<file path="src/rtl/sd_pixel_unpacker_if.sv">
// Byte-in / frame-buffer-write bundle for the SD pixel unpacker.
// master drives the byte stream and start; slave is the unpacker.
interface sd_pixel_unpacker_if #(
  parameter int ADDR_W = 17
) ();
  logic              start;
  logic [7:0]        in_data;
  logic              in_valid;
  logic              in_ready;
  logic              wea;
  logic [ADDR_W-1:0] addra;
  logic [11:0]       dina;
  logic              busy;
  logic              frame_done;

  modport master (
    output start, in_data, in_valid,
    input  in_ready, wea, addra, dina, busy, frame_done
  );

  modport slave (
    input  start, in_data, in_valid,
    output in_ready, wea, addra, dina, busy, frame_done
  );
endinterface

</file>
<file path="src/rtl/sd_pixel_unpacker.sv">
// Skips a fixed file header, unpacks RGB444 byte triplets into two 12-bit pixels
// and writes them to frame buffer port A in raster order.
//
// state | meaning
// IDLE  | waiting for start, byte stream not accepted
// HDR   | discarding file header bytes
// BYTE0 | waiting for first byte of a triplet (P0[11:4])
// BYTE1 | waiting for second byte; completes P0
// BYTE2 | waiting for third byte; completes P1
// DONE  | last pixel written, frame_done follows next cycle
module sd_pixel_unpacker #(
  parameter int FB_PIXELS = 76800,
  parameter int ADDR_W    = 17,
  parameter int HDR_BYTES = 0
) (
  input logic                 clk,
  input logic                 rst,
  sd_pixel_unpacker_if.slave  bus
);

  localparam int HDR_CNT_W = (HDR_BYTES > 1) ? $clog2(HDR_BYTES) : 1;
  localparam logic [ADDR_W-1:0]    LAST_PIX = ADDR_W'(FB_PIXELS - 1);
  localparam logic [HDR_CNT_W-1:0] LAST_HDR = HDR_CNT_W'(HDR_BYTES - 1);

  typedef enum logic [2:0] {
    IDLE  = 3'd0,
    HDR   = 3'd1,
    BYTE0 = 3'd2,
    BYTE1 = 3'd3,
    BYTE2 = 3'd4,
    DONE  = 3'd5
  } state_e;

  localparam state_e FIRST_STATE = (HDR_BYTES > 0) ? HDR : BYTE0;

  state_e                state_q, state_d;
  logic [HDR_CNT_W-1:0]  hdr_cnt_q, hdr_cnt_d;
  logic [7:0]            byte0_q, byte0_d;
  logic [3:0]            nib_q, nib_d;
  logic [ADDR_W-1:0]     pix_q, pix_d;
  logic                  wea_q, wea_d;
  logic [ADDR_W-1:0]     addra_q, addra_d;
  logic [11:0]           dina_q, dina_d;
  logic                  fd_q, fd_d;
  logic                  in_ready;
  logic                  accept;

  always_ff @(posedge clk) begin
    if (rst) begin
      state_q   <= IDLE;
      hdr_cnt_q <= '0;
      byte0_q   <= '0;
      nib_q     <= '0;
      pix_q     <= '0;
      wea_q     <= 1'b0;
      addra_q   <= '0;
      dina_q    <= '0;
      fd_q      <= 1'b0;
    end else begin
      state_q   <= state_d;
      hdr_cnt_q <= hdr_cnt_d;
      byte0_q   <= byte0_d;
      nib_q     <= nib_d;
      pix_q     <= pix_d;
      wea_q     <= wea_d;
      addra_q   <= addra_d;
      dina_q    <= dina_d;
      fd_q      <= fd_d;
    end
  end

  always_comb begin
    in_ready  = (state_q == HDR) || (state_q == BYTE0) ||
                (state_q == BYTE1) || (state_q == BYTE2);
    accept    = bus.in_valid && in_ready;
    state_d   = state_q;
    hdr_cnt_d = hdr_cnt_q;
    byte0_d   = byte0_q;
    nib_d     = nib_q;
    pix_d     = pix_q;
    wea_d     = 1'b0;
    addra_d   = addra_q;
    dina_d    = dina_q;
    fd_d      = (state_q == DONE);

    // start wins over a byte offered in the same cycle: the partial pixel is dropped
    if (bus.start) begin
      state_d   = FIRST_STATE;
      hdr_cnt_d = '0;
      pix_d     = '0;
    end else begin
      case (state_q)
        HDR: begin
          if (accept) begin
            if (hdr_cnt_q == LAST_HDR) begin
              hdr_cnt_d = '0;
              state_d   = BYTE0;
            end else begin
              hdr_cnt_d = hdr_cnt_q + 1'b1;
            end
          end
        end
        BYTE0: begin
          if (accept) begin
            byte0_d = bus.in_data;
            state_d = BYTE1;
          end
        end
        BYTE1: begin
          if (accept) begin
            wea_d   = 1'b1;
            addra_d = pix_q;
            dina_d  = {byte0_q, bus.in_data[7:4]};
            nib_d   = bus.in_data[3:0];
            pix_d   = pix_q + 1'b1;
            state_d = BYTE2;
          end
        end
        BYTE2: begin
          if (accept) begin
            wea_d   = 1'b1;
            addra_d = pix_q;
            dina_d  = {nib_q, bus.in_data};
            pix_d   = pix_q + 1'b1;
            state_d = (pix_q == LAST_PIX) ? DONE : BYTE0;
          end
        end
        DONE: begin
          pix_d   = '0;
          state_d = IDLE;
        end
        default: state_d = IDLE;
      endcase
    end
  end

  assign bus.in_ready   = in_ready;
  // a write registered just before reset must not reach the frame buffer
  assign bus.wea        = wea_q & ~rst;
  assign bus.addra      = addra_q;
  assign bus.dina       = dina_q;
  assign bus.busy       = (state_q != IDLE) || fd_q;
  assign bus.frame_done = fd_q;

endmodule

</file>
<file path="src/flat_wrapper.sv">
// flat-port wrapper written by rule: the top's interface ports become plain ports
module sd_pixel_unpacker_flat 
#(
  parameter int FB_PIXELS = 76800,
  parameter int ADDR_W    = 17,
  parameter int HDR_BYTES = 0
)
  (clk, rst, bus_start, bus_in_data, bus_in_valid, bus_in_ready, bus_wea, bus_addra, bus_dina, bus_busy, bus_frame_done);
  sd_pixel_unpacker_if #(.ADDR_W(ADDR_W)) bus_i ();
  input logic clk;
  input logic rst;
  input wire logic [$bits(bus_i.start)-1:0] bus_start;
  input wire logic [$bits(bus_i.in_data)-1:0] bus_in_data;
  input wire logic [$bits(bus_i.in_valid)-1:0] bus_in_valid;
  output wire logic [$bits(bus_i.in_ready)-1:0] bus_in_ready;
  output wire logic [$bits(bus_i.wea)-1:0] bus_wea;
  output wire logic [$bits(bus_i.addra)-1:0] bus_addra;
  output wire logic [$bits(bus_i.dina)-1:0] bus_dina;
  output wire logic [$bits(bus_i.busy)-1:0] bus_busy;
  output wire logic [$bits(bus_i.frame_done)-1:0] bus_frame_done;
  assign bus_i.start = bus_start;
  assign bus_i.in_data = bus_in_data;
  assign bus_i.in_valid = bus_in_valid;
  assign bus_in_ready = bus_i.in_ready;
  assign bus_wea = bus_i.wea;
  assign bus_addra = bus_i.addra;
  assign bus_dina = bus_i.dina;
  assign bus_busy = bus_i.busy;
  assign bus_frame_done = bus_i.frame_done;
  sd_pixel_unpacker #(.FB_PIXELS(FB_PIXELS), .ADDR_W(ADDR_W), .HDR_BYTES(HDR_BYTES)) u_core (.clk(clk), .rst(rst), .bus(bus_i));
endmodule
</file>
<file path="config.mk">
export PLATFORM = sky130hd
export DESIGN_NAME = sd_pixel_unpacker_flat
export DESIGN_NICKNAME = d
export VERILOG_FILES = /design/src/rtl/sd_pixel_unpacker_if.sv /design/src/rtl/sd_pixel_unpacker.sv /design/src/flat_wrapper.sv
export SDC_FILE = /design/constraint.sdc
export NUM_CORES = 1
export LEC_CHECK = 0
export CAP_MARGIN = 5
export CORE_MARGIN = 5
export CORE_UTILIZATION = 30
export CTS_CLUSTER_DIAMETER = 100
export DETAILED_ROUTE_END_ITERATION = 16
export PLACE_DENSITY = 0.56
export SYNTH_ARGS = -nofsm -noshare
export SYNTH_HDL_FRONTEND = slang
export SYNTH_SLANG_ARGS = --single-unit
</file>
<file path="constraint.sdc">
create_clock -name clk -period 1.88 [get_ports clk]
set_input_delay 0.188 -clock clk [delete_from_list [all_inputs] [get_ports clk]]
set_output_delay 0.188 -clock clk [all_outputs]
set_load 0.1 [all_outputs]
</file>
=== After elaboration in Yosys (flattened, before gate mapping) ===
Index checks and enable logic that the tools add are counted.

* Bits in registers: 64
* Bits of input ports: 12
* Output and inout port bits: 33
* Logic and storage cells: 67

* $add $sub $neg: 2
* Equality and inequality tests: 17
* Multiplexer cells: 15
* Bitwise logic cells: 4
* Reductions and logical operators: 19

{| class="wikitable"
|+ Operators by type and width
! kind !! number
|-
| 17-bit one-hot mux with 2 select lines || 1
|-
| 12-bit two-way mux || 2
|-
| 12-bit one-hot mux with 2 select lines || 1
|-
| 3-bit two-way mux || 6
|-
| 17-bit by 1-bit adder with 17-bit output, second input constant || 1
|-
| 17-bit equality test, second input constant || 1
|-
| 17-bit two-way mux || 1
|-
| 3-bit by 2-bit inequality test with 1-bit output, second input constant || 5
|-
| 2-bit by 1-bit inequality test with 1-bit output, second input constant || 6
|-
| 3-bit one-hot mux with 4 select lines || 1
|-
| 5-bit AND reduction || 2
|-
| 3-bit AND reduction || 3
|-
| 3-bit by 2-bit equality test with 1-bit output, second input constant || 2
|-
| 3-bit equality test, second input constant || 2
|-
| 1-bit logical OR || 4
|-
| 2-bit AND reduction || 2
|-
| 4-bit AND reduction || 1
|-
| 2-bit nonzero test || 2
|-
| 2-bit OR reduction || 2
|-
| 3-bit by 1-bit equality test with 1-bit output, second input constant || 1
|-
| 1-bit NOT || 3
|-
| 3-bit nonzero test || 1
|-
| 3-bit OR reduction || 1
|-
| 1-bit two-way mux || 2
|-
| other kinds (4) || 4
|}

=== Depth between registers and ports, before layout ===
* Depth after elaboration: 8
* Depth in mapped cells: 8
* Depth with buffers taken out: 5

=== Worst setup path after synthesis ===
OpenSTA, ideal clock, no wires.

* Kind: reg2out
* From: register u_core.state_q[0]
* To: output bus_in_ready
* Data arrival time: 2.332 ns
* Required time: 1.692 ns
* Slack: -0.640 ns
* Stages on the path, launching flop included: 4
* Buffers on the path: 1
* Path through: dfxtp_1 -> clkbuf_1 -> nor2_1 -> xnor2_1

* Word-level cells in the longest chain between the ends: 4
* Elaborated cells on any way between the ends: 7
* Classes of those cells: eq/ne (4); reduce/logical (3)

{| class="wikitable"
|+ Ends and longest elaborated chain
! element !! RTL line !! text
|-
| start: declaration || sd_pixel_unpacker.sv:36 || <nowiki>state_e state_q, state_d;</nowiki>
|-
| start signal: assignment || sd_pixel_unpacker.sv:60 || <nowiki>state_q <= state_d;</nowiki>
|-
| 3-bit by 1-bit equality test with 1-bit output / 3-bit by 2-bit equality test with 1-bit output (equally long branches) || sd_pixel_unpacker.sv:73 || <nowiki>in_ready = (state_q == HDR) || (state_q == BYTE0) ||</nowiki>
|-
| 1-bit logical OR (2 in series) || sd_pixel_unpacker.sv:73 ||
|-
| 1-bit logical OR (*) || sd_pixel_unpacker.sv:74 || <nowiki>(state_q == BYTE1) || (state_q == BYTE2);</nowiki>
|-
| end: declaration || flat_wrapper.sv:15 || <nowiki>output wire logic [$bits(bus_i.in_ready)-1:0] bus_in_ready;</nowiki>
|}

Every way passes the cells marked *; elsewhere a longest branch is shown, timed or not.

=== Final worst setup path ===
* From: register u_core.state_q[1]
* To: register u_core.pix_q[9]

* Word-level cells in the longest chain between the ends: 7
* Elaborated cells on any way between the ends: 14
* Classes of those cells: eq/ne (6); mux (1); reduce/logical (7)

{| class="wikitable"
|+ Ends and longest elaborated chain
! element !! RTL line !! text
|-
| 3-bit by 1-bit equality test with 1-bit output / 3-bit by 2-bit equality test with 1-bit output (equally long branches) || sd_pixel_unpacker.sv:73 ||
|-
| 1-bit logical OR (2 in series) || sd_pixel_unpacker.sv:73 ||
|-
| 1-bit logical OR || sd_pixel_unpacker.sv:74 ||
|-
| 1-bit logical AND || sd_pixel_unpacker.sv:75 || <nowiki>accept = bus.in_valid && in_ready;</nowiki>
|-
| 2-bit by 1-bit inequality test with 1-bit output (no line) || n/a ||
|-
| 2-bit AND reduction (no line) || n/a ||
|-
| end signal: assignment || sd_pixel_unpacker.sv:64 || <nowiki>pix_q <= pix_d;</nowiki>
|-
| end: declaration || sd_pixel_unpacker.sv:40 || <nowiki>logic [ADDR_W-1:0] pix_q, pix_d;</nowiki>
|}

Several ways; a longest one is shown, not always the timed one.
A chain may end at the register's enable or synchronous reset.

==> results.py <==
metrics = {
    "logic_synthesis": {
        "synth_cells": 319,
        "synth_most_common_cell": "dfxtp_1",
        "syn_area_per_cell_um2": 8.78,
        "synthFlopType": "dfxtp_1",
        "async_flop_share_pct": 0,
        "synth_area_leaders": "dfxtp_1 46%, mux2i_1 7.1%, nand2_1 6.2%",
        "synth.distinct_cells": 49,
        "netlist_top_cells_count": "64 x dfxtp_1, 46 x nand2_1, 36 x nor2_1, 34 x a21oi_1, 20 x mux2i_1",
        "synth-edff-count": 0,
        "synth_fp_nets": 332,
        "ys_ff_latch": 64,
        "yosys_warnings": 0,
        "synth_area_mm2": 0.00280,
        "yosys.area.top_type": "dfxtp_1",
        "yosys.area.top_type_share_pct": 45.8,
        "yosysSeqAreaShare_pct": 45.8,
    },
    "power": {
        "leakage_nw": 1.32,
        "total_power_mw": 2.87,
        "powerDensity_mw_per_mm2": 780,
        "peakVddDrop_mv": 0.341,
    },
    "die": {
        "die_w_um": 107,
        "start_util_pct": 30.6,
        "rows": 35,
        "die-area_mm2": 0.0114,
        "coreArea_mm2": 0.00915,
        "ios": 45,
        "die_h_um": 107,
    },
    "cts": {
        "cts_setup_buffers": 0,
        "ctsResizeCount": 0,
        "htree_num_levels": 3,
        "clkSinkCount": 64,
        "cts_made_buffers": 9,
        "tritoncts": "done",
        "clk_pin_slew_worst_paths_ns": 0.07,
        "clk_latency_ns": 0.34,
        "cts-hold-fix-buffers": 0,
        "cts_root_buf": "clkbuf_8",
        "clock_path_buffers": 2,
    },
    "worst_hold_path": {
        "hold_depth": 2,
        "min_from": "u_core.bus.addra[9]",
        "worstHoldPathType": "flip-flop to flip-flop",
        "holdPathEnd": "u_core.bus.addra[9]",
    },
    "timing": {
        "tightest_slew_ns": 0.724,
        "relSlewSlack_pct": 51.7,
        "finalMaxSlewViolations": 0,
        "setup_viol": 0,
        "hold_viol_final": 0,
        "fin_ws_ns": 0.168,
        "rsz0062_at_grt": "no",
        "fin_crit_sh_pct": 91.1,
        "clock_skew_ns": 0.0114,
        "max_freq_mhz": 584,
        "min_period_ns": 1.71,
    },
    "placed_design": {
        "io_buffers": 44,
        "place_inst": 477,
        "dpl_cell_area_mm2": 0.00346,
        "gp_congestion": 0.803,
        "dp_slack_ns": -0.0969,
        "dp_hpwl_mm": 4.79,
    },
    "critical_path": {
        "rrSetupSlack_ns": 0.17,
        "r2r_end": "u_core.pix_q[9]",
        "reg2reg_from": "u_core.state_q[1]",
        "start_kind": "flip-flop",
        "critical_path_required_ns": 2.16,
        "critPathKind": "flip-flop to flip-flop",
        "arrival_ns": 1.99,
        "worst-r2r-cell-count": 4,
        "crit_fanout": 6,
        "endpoint_kind": "flip-flop",
    },
    "grt": {
        "antenna_found_initial": 0,
        "grt_pass1_wl_mm": 11.3,
        "grt_pass1_vias": 2338,
        "grt_max_degree": 25,
        "grt_util_all_layers_pct": 12.3,
        "gr-total-overflow": 0,
    },
    "cells_and_area": {
        "fin_nets": 390,
        "fin_area_mm2": 0.00368,
        "areaGrowthSynthToFinish_pct": 31.3,
        "post-route-util_pct": 40.2,
        "drive_gt1_share_pct": 22.8,
        "final.fill_count": 926,
        "n_antenna_cell": 0,
        "instances_no_fill": 493,
    },
    "detailed_routing": {
        "vias": 2398,
        "drt_wl_total_mm": 6.49,
        "post_drt_via_cell_ratio": 4.86,
        "wl_per_cell_um": 13.2,
        "first_pass_iters": 4,
        "drc_errors": 0,
        "ant_nets": 0,
        "drtIter0Drc": 125,
    },
    "outcome": {
        "status": "finished clean",
    },
    "job": {
        "cap_violations": 0,
    },
}
-- worst max-delay path, cell delays in order (launching register included) --
cell and delay, ns:
dfxtp_1 0.39, and3b_1 0.29, o311ai_1 0.65, o21ai_0 0.19, a21oi_1 0.14
-- power breakdown --
part	leakage, nW	internal (mW)	switching, mW
Combinational	0.694	0.0800	0.118
Clock	0.113	0.748	0.554
Sequential	0.516	1.36	0.00617
-- kinds of logic (layout without fill, tap and decap cells) --
group / after synthesis / count (layout) / share of synthesized area [%]
AND/OR/NAND/NOR: 127 / 127 / 23.1
adder cells (fa/ha/maj): 1 / 1 / 0.447
multiplexers: 21 / 21 / 7.55
XOR/XNOR: 9 / 9 / 2.82
AO/OA/AOI/OAI: 73 / 73 / 16.2
flip-flops: 64 / 64 / 45.8
buffers and inverters: 24 / 87 / 4.07
-- layout make-up --
type	count	area (um2)	share of cell area (%)
Clock buffer	9	124	3.37
Clock inverter	7	96.3	2.62
Inverter	2	7.51	0.204
Multi-Input combinational cell	231	1420	38.7
Sequential cell	64	1280	34.8
Tap cell	111	139	3.78
Timing Repair Buffer	69	608	16.5
-- routing by layer --
metal,vias up,part of all wire [%],routed length (um),GRT usage (%)
met2,35,45,2940,19.4
met1,1091,50,3230,15.8
li1,1261,-,-,-
met4,0,1.9,121,5.30
met3,11,3.1,201,3.43
met5,-,0,0,0
-- stage by stage --
| step | TNS, ns | hold slack, ns |
|---|---|---|
| 5_1_grt | 0 | 0.475 |
| 2_1_floorplan | -0.00662 | 0.324 |
| 4_1_cts | 0 | 0.460 |
| 3_5_place_dp | -1.49 | 0.451 |
| 6_report | 0 | 0.457 |
| 3_3_place_gp | -1.02 | 0.447 |
-- how the worst max path moves through the flow --
stage | start | end
5_1_grt | u_core.state_q[1] | u_core.pix_q[7]
6_report | u_core.state_q[1] | u_core.pix_q[9]
3_5_place_dp | bus_in_valid | u_core.pix_q[15]
2_1_floorplan | u_core.state_q[0] | bus_in_ready
3_3_place_gp | bus_in_valid | u_core.pix_q[15]
4_1_cts | u_core.state_q[0] | bus_in_ready
-- state kept, by name (all words and copies together) (netlist names) --
name / cells
u_core.bus.addra: 17
u_core.bus.frame_done: 1
u_core.nib_q: 4
u_core.wea_q: 1
u_core.pix_q: 17
u_core.state_q: 3
u_core.bus.dina: 12
u_core.byte0_q: 8
u_core.hdr_cnt_q: 1
-- cells in the final DEF (no fill, tap or decap), types with 3 or more instances in the layout --
master	n
nor2_1	36
xor2_1	6
or3_1	4
a21oi_1	34
o31ai_1	4
clkinv_4	3
nand2_1	46
clkbuf_8	9
o211ai_1	3
and3_1	5
clkdlybuf4s50_1	11
nand4_1	4
mux2i_1	20
nand3_1	4
o21ai_0	10
buf_4	53
a211oi_1	14
or4_1	3
buf_12	5
dfxtp_1	64
No activity file was read; power rests on OpenSTA's default activity.
